`src/rtl/alu_issue_stage.sv`:
```
// Issue/capture stage in front of the combinational 32-bit ALU: registers operands,
// waits ALU_LAT cycles, samples result and flags, and hands the result to writeback.
module alu_issue_stage #(
  parameter int ALU_LAT = 1
) (
  input  logic        clk,
  input  logic        rst,
  input  logic        flush,
  input  logic        in_valid,
  output logic        in_ready,
  input  logic [2:0]  in_op,
  input  logic [31:0] in_a,
  input  logic [31:0] in_b,
  input  logic [4:0]  in_rd,
  output logic [31:0] alu_in1,
  output logic [31:0] alu_in2,
  output logic [2:0]  alu_ctrl,
  input  logic [31:0] alu_out,
  input  logic        alu_zero,
  input  logic        alu_msb,
  input  logic        alu_carry,
  output logic        res_valid,
  input  logic        res_ready,
  output logic [31:0] res_data,
  output logic [4:0]  res_rd,
  output logic        flag_z,
  output logic        flag_n,
  output logic        flag_c
);

  typedef enum logic [1:0] {IDLE, EXEC, HOLD} state_t;

  localparam logic [1:0] CNT_INIT = 2'(ALU_LAT - 1);

  state_t      state, state_n;
  logic [1:0]  cnt, cnt_n;
  logic [4:0]  rd_q;
  logic        accept;
  logic        capture;
  logic        res_valid_n;

  // A draining HOLD slot can take the next operation in the same cycle.
  assign in_ready = (state == IDLE) | ((state == HOLD) & res_ready);
  assign accept   = in_valid & in_ready & ~flush;

  always_comb begin
    state_n     = state;
    cnt_n       = cnt;
    capture     = 1'b0;
    res_valid_n = res_valid;
    if (flush) begin
      state_n     = IDLE;
      cnt_n       = 2'd0;
      res_valid_n = 1'b0;
    end else begin
      case (state)
        IDLE: begin
          if (accept) begin
            state_n = EXEC;
            cnt_n   = CNT_INIT;
          end
        end
        EXEC: begin
          if (cnt != 2'd0) begin
            cnt_n = cnt - 2'd1;
          end else begin
            capture     = 1'b1;
            res_valid_n = 1'b1;
            state_n     = HOLD;
          end
        end
        HOLD: begin
          if (res_ready) begin
            res_valid_n = 1'b0;
            if (accept) begin
              state_n = EXEC;
              cnt_n   = CNT_INIT;
            end else begin
              state_n = IDLE;
            end
          end
        end
        default: begin
          state_n     = IDLE;
          cnt_n       = 2'd0;
          res_valid_n = 1'b0;
        end
      endcase
    end
  end

  always_ff @(posedge clk or posedge rst) begin
    if (rst) begin
      state     <= IDLE;
      cnt       <= 2'd0;
      rd_q      <= 5'd0;
      alu_in1   <= 32'd0;
      alu_in2   <= 32'd0;
      alu_ctrl  <= 3'd0;
      res_valid <= 1'b0;
      res_data  <= 32'd0;
      res_rd    <= 5'd0;
      flag_z    <= 1'b0;
      flag_n    <= 1'b0;
      flag_c    <= 1'b0;
    end else begin
      state     <= state_n;
      cnt       <= cnt_n;
      res_valid <= res_valid_n;
      if (accept) begin
        alu_in1  <= in_a;
        alu_in2  <= in_b;
        alu_ctrl <= in_op;
        rd_q     <= in_rd;
      end
      // Carry is sticky: only an add may change it.
      if (capture) begin
        res_data <= alu_out;
        res_rd   <= rd_q;
        flag_z   <= alu_zero;
        flag_n   <= alu_msb;
        if (alu_ctrl == 3'd0) begin
          flag_c <= alu_carry;
        end
      end
    end
  end

endmodule

```
`config.mk`:
```
export PLATFORM = sky130hd
export DESIGN_NAME = alu_issue_stage
export DESIGN_NICKNAME = d
export VERILOG_FILES = /design/src/rtl/alu_issue_stage.sv
export SDC_FILE = /design/constraint.sdc
export NUM_CORES = 1
export LEC_CHECK = 0
export CORE_UTILIZATION = 25
export CTS_CLUSTER_DIAMETER = 60
export DETAILED_ROUTE_END_ITERATION = 10
export RECOVER_POWER = 25
export SYNTH_ARGS = -nofsm -noshare
export SYNTH_HDL_FRONTEND = slang
export SYNTH_SLANG_ARGS = --single-unit
```
`constraint.sdc`:
```
create_clock -name clk -period 4.2 [get_ports clk]
set_input_delay 0.42 -clock clk [delete_from_list [all_inputs] [get_ports clk]]
set_output_delay 0.42 -clock clk [all_outputs]
set_load 0.01 [all_outputs]
```
# After elaboration in Yosys (flattened, before gate mapping)
# Cells that the tools add are included.
# word_totals
reg_bits,117
input_bits,112
out_inout_bits,109
wordCells,50
# classes
n_addsub,1
eq_ne,7
n_mux,18
bitwise,5
reduce_logical,7
# op_table
cell,count
two-way mux 2 bit,8
inequality test 3 bit (second input constant),4
case mux 2 bit (3 select lines),2
two-way mux 1 bit,7
AND reduction 3 bit,2
AND reduction 2 bit,2
bitwise AND 1 bit,3
zero test 3 bit,1
case mux 1 bit (3 select lines),1
equality test 2 x 1 -> 1 bit (second input constant),1
equality test 2 bit (second input constant),1
zero test 2 bit,1
inequality test 2 bit (second input constant),1
nonzero test 2 bit,1
subtractor 2 x 1 -> 2 bit (second input constant),1
NOT 1 bit,1
OR 1 bit,1

# Longest topological paths before layout
# depth
word_depth,9
mapped_depth,6
ltp_nobuf,5

# Worst setup path before layout
# Ideal clock, no wire load.
# synth_timing
path_kind,input to register
from,input port res_ready
to,register alu_in1[27]
t_arrival_ns,1.534
t_required_ns,4.075
setup_slack_ns,2.541
stages,4
path_cell_list,and2b_4 nor3_4 buf_6 mux2_4
# synth_between
elab_chain_cells,4
# synth_lines
item,line_no,text
start: declaration,23,"input logic res_ready,"
bitwise AND 1 bit,43,assign in_ready = (state == IDLE) | ((state == HOLD) & res_ready);
OR 1 bit,43,
bitwise AND 1 bit (2 in a row),44,assign accept = in_valid & in_ready & ~flush;
end signal: assignment,111,alu_in1 <= in_a;
end: declaration,15,"output logic [31:0] alu_in1,"
# No other way between the ends.
# A chain may end at the register's enable or synchronous reset.

==> results.toml <==
[route]
postRouteAntennaNets = 0
drt_pass1_iterations = 3
drtIter0Drc = 83
wl_per_cell_um = 14.8
vias_per_cell = 4.13
num_vias = 3036
post-route-drc-count = 0
routed_wl_mm = 10.9

[place]
globalplace.congestion = 0.718
place.port_buffers = 220
dp_hpwl_mm = 7.82
dp.cells = 704
place_ws_ns = 1.49

[floorplan]
dieArea_sq_um = 18700
start_util_pct = 25.9
core_region_area_sq_um = 17500
dieHeight_um = 137
die_width_um = 137
io_pins = 221
core.rowCount = 48

[power_and_ir_drop]
p_int_mw = 3.13
power_leakage_nw = 3.09
power_density_nw_per_um2 = 546
clock_power_share_pct = 37.0
irDropWorstVdd_uv = 262
combPwrFrac_pct = 26.2
swShare_pct = 24.3
finalPower_mw = 4.13
p_switching_mw = 1.01
seqPwrFrac_pct = 36.8

[synth]
ys_types = 25
synth_nets = 382
synth-adder-area-share_pct = 0.276
netlist_instances = 269
avgSynthCellArea_sq_um = 16.8
synth_compound_area_share_pct = 1.05
yosysSeqAreaShare_pct = 64.6
synth_top_family_by_area = "multiplexers"
yosys.area_share.simple_pct = 2.24
synth-warning-count = 0
synthArstFlopShare_pct = 100
synth-seq-cells = 117
synth_edf_count = 0
synthFlopType = "dfrtp_1"
synth-xor-area-share_pct = 0
muxShareOfSynthArea_pct = 28.9
syn-cell-area_sq_um = 4530

[worst_setup_path]
critical_path_arrival_ns = 2.92
worstSetupPathType = "primary input to async pin"
crit_slowest_cell = "inv_2"
max_stage_delay_ns = 1.28
end_kind = "async pin"
cp_cell_sequence = "dlygate4sd3_1, inv_2, buf_4"
cp_max_fo = 89
worstPathRequired_ns = 4.74
start_kind = "primary input"

[clock_network]
h-tree-depth = 4
cts_buffers = 17
cts_num_sinks = 117
cts_post_setup_buffers_inserted = 0
cts_resized = 0
hold_buffers = 0
cts_tree = "built"
insertion_delay_ns = 0.40
clk_pin_slew_ns = 0.05
cts.path.max_buffers = 2
root_buffer = "clkbuf_16"

[grt]
grt_pass1_wl_mm = 16.7
overflow = 0
antenna_found_initial = 0
grt_usage_pct = 11.9
use_met2_pct = 19.9
gr-usage-met3_pct = 5.41
met1_usage_pct = 13.2
grt_max_degree = 90
top_usage_layer = "met2"
grt_pass1_vias = 3276

[sta]
fin_worst_hold_slack_ns = 0.461
hold_viol_final = 0
fin_ws_ns = 1.82
maxSlewHeadroom_pct = -23.6
tns_ns = 0
fin_crit_ns = 2.38
finalCritPeriodShare_pct = 56.7
setup_viol = 0
max_freq_mhz = 420
rsz0062_at_grt = "no"
maxSlewViolCount = 90
worstMarginPinSlew_ns = 1.85
clock_skew_ns = 0.00512

[layout]
seq_area_sq_um = 2930
nFillCells = 1569
final_cells = 736
fin_nets = 611
layout_commonest_cell = "clkdlybuf4s50_1"
drive_above_1_share_pct = 29.9
final_cell_mix = "219 x clkdlybuf4s50_1, 117 x dfrtp_1, 102 x mux2_2"
multi_input_area_sq_um = 1470
num_antenna_cells = 0
area_growth_pct = 67.0

[run]
max-cap-violations = 1

[hold_path]
hp-class = "flop to flop"

[status]
status = "complete, but fails checks"
violations = "max-capacitance violations, max-slew violations"
-- Yosys cell counts, drive strengths merged (2+ instances only) --
| cell type | count | share of area, % |
|---|---|---|
| a21oi | 2 | 0.22 |
| buf | 13 | 2.6 |
| dfrtp | 117 | 65 |
| inv | 4 | 0.33 |
| mux2 | 112 | 29 |
| nor2 | 5 | 0.41 |
| nor3 | 2 | 0.47 |
-- registers in the layout, indices dropped and copies added (netlist names) --
name,flops
alu_ctrl,3
alu_in1,32
alu_in2,32
cnt,2
flag_c,1
flag_n,1
flag_z,1
rd_q,5
res_data,32
res_rd,5
res_valid,1
state,2
-- critical path: cells and delay by family --
| family | cells | cell delay, ns |
|---|---|---|
| buffers and inverters | 3 | 2.40 |
-- power by group through the flow --
stage               Sequential, mW  Combinational (mW)  Clock [mW]
finish                        1.52                1.08        1.53
global route                  1.56                1.16        1.64
CTS                           1.53                1.10        1.58
detailed placement            1.54                1.10           0
global placement              1.53                1.09           0
floorplan                     1.65               0.308           0
-- routing by layer --
| layer | part of all wire [%] | vias up |
|---|---|---|
| li1 | - | 1412 |
| met1 | 39 | 1486 |
| met2 | 50 | 128 |
| met3 | 9.6 | 10 |
| met4 | 1.2 | 0 |
| met5 | 0 | - |
-- path summary, 6_finish.rpt --
| path | endpoint | from | depth (start not counted) | slack, ns |
|---|---|---|---|---|
| max | alu_in2[23] | rst | 3 | 1.82 |
| min | cnt[0] | cnt[0] | 1 | 0.46 |
| max reg2reg | flag_c | cnt[0] | 5 | 2.00 |
| min reg2reg | cnt[0] | cnt[0] | 1 | 0.46 |
| max in group clk | flag_c | flush | 4 | 1.94 |
| min in group asynchronous | alu_in2[28] | rst | 2 | 1.05 |
-- layout make-up --
cell class                 instances  share of cell area, %
clock inverter                    13                   2.38
inverter                           4                  0.198
timing repair buffer             223                   29.6
tap                              225                   3.72
sequential                       117                   38.7
multi-input combinational        135                   19.4
clock buffer                      19                   5.99
-- cells by family (layout without fill, tap and decap cells) --
family	Yosys count	after routing
DFF	117	117
muxes	113	113
buffers and inverters	17	259
and+or+nand+nor	14	14
AOI/OAI and AO/OA	7	7
adders and majority gates	1	1
-- metrics by stage --
step                area (sq um)  util [%]
global route                7560      43.3
finish                      7560      43.3
CTS                         7570      43.3
detailed placement          6930      39.7
global placement            6930      39.7
floorplan                   4530         -
No activity file was read; power rests on OpenSTA's default activity.
==> RTL edit: new RTL, same settings <==
The 3 states of `state_t` get a one-hot encoding in 3 bits.
--- a/src/rtl/alu_issue_stage.sv
+++ b/src/rtl/alu_issue_stage.sv
@@ -30,3 +30,3 @@
 
-  typedef enum logic [1:0] {IDLE, EXEC, HOLD} state_t;
+  typedef enum logic [2:0] {IDLE = 3'b001, EXEC = 3'b010, HOLD = 3'b100} state_t;
 
Function: same outputs for any inputs over 10 cycles, from zero or initial values and one cycle with rst high; not proved beyond that.
==> RTL edit against the original RTL <==
- final cell count up 6.5%
- synthesized cell count increased by 3.0%
- power up 2.5%
- wire length grew 8.9%
- cell area up 3.9%
- setup slack worse by 0.084 ns
- synthesized area grew 9.0%
- combinational power increased by 16%
- via count grew 4.2%
- sequential power up 4%
- sequential cell count is 1 higher
==> RTL edit: results (changes against the original RTL) <==
Global route
The met1 layer usage reported by global route is 14.8% (was 13.2%). The pin count of the biggest net entering global routing came to 75 (was 90). The met2 demand-to-capacity share in global routing came to 19.9% (about the same). The met3 track utilization from global routing is 4.14% (was 5.41%). The total routing resource utilization after global routing is 12.2% (was 11.9%). The global-route wire length before repair is 18600 um (was 16700 um). The via count of the first global-routing pass is 3408 (was 3276).

Routing
The via total after detailed routing is 3163 (was 3036). The final wirelength is 11900 um (was 10900 um). The number of design-rule violations left by the first detailed-router iteration is 86 (was 83). The detailed-routed wire length on met3 is 712 um (was 1040 um). The met2 wirelength from detailed routing is 5950 um (was 5460 um).

Critical path
The kind of launch point of the worst setup path is a flip-flop (was input pin). The setup slack on the worst flop-to-flop path was 1.73 ns (was 2.00 ns). The cell family contributing the most delay on the critical path is flip-flops (was buffers and inverters). The slowest stage cell on the critical path is dfstp_1 (was inv_2).

The arrival time reported for the critical path endpoint is 2.76 ns (was 2.92 ns). The end of the critical path is rd_q[0]$_DFFE_PP0P_ (was alu_in2[23]$_DFFE_PP0N_).

STA
The period utilization was 58.7% (was 56.7%). The worst clock skew on the final layout was 0.00569 ns (was 0.00512 ns).

Status
Status: completed (was finished with violations).

Synthesis
The synthesized net count is 390 (was 382). Dominant cells by area after synthesis: dfrtp_1, mux2_4, mux2_2 (was dfrtp_1, mux2_2, mux2_4). The count of mapped cells out of synthesis is 277 (was 269). The area share of fa/ha/maj cells after synthesis came to 0.253% (was 0.276%). The multiplexer area fraction after synthesis is 31.0% (was 28.9%). The sequential-to-total area share from yosys stat is 59.8% (was 64.6%).

Placement
The routability-driven placement congestion ratio is 0.740 (was 0.718). The total half-perimeter wirelength after legalization and detailed placement is 8280 um (was 7820 um).

Pwr
The leakage power of the design came to 3.31 nW (was 3.09 nW). The peak supply drop came to 0.326 mV (was 0.262 mV).

Final layout
The number of nets in the final layout came to 619 (was 611). The fraction of final layout cells sized beyond drive strength 1 is 29.1% (was 29.9%).
[RTL edit: changes by cell type after synthesis, sizes merged, moves of 2 or more]
cell,change
a211oi,+2
nand2b,+2
nor2,-3
o21ai,+2
or3b,+3
[RTL edit: final cells by class]
type	instances	area (um^2)
Timing Repair Buffer	224	2240
Multi-Input combinational cell	142	1750
Clock inverter	8	98.8
Clock buffer	24	472
Sequential cell	118	2950
Fill cell	1825	11500
Tap cell	265	332
Inverter	3	13.8
[RTL edit: power groups by stage]
| stage | Sequential [mW] | Clock [mW] | Combinational [mW] |
|---|---|---|---|
| 6_report | 1.58 | 1.41 | 1.25 |
| 5_1_grt | 1.62 | 1.52 | 1.32 |
| 4_1_cts | 1.58 | 1.46 | 1.27 |
| 3_5_place_dp | 1.60 | 0 | 1.26 |
| 3_3_place_gp | 1.58 | 0 | 1.25 |
| 2_1_floorplan | 1.71 | 0 | 0.424 |
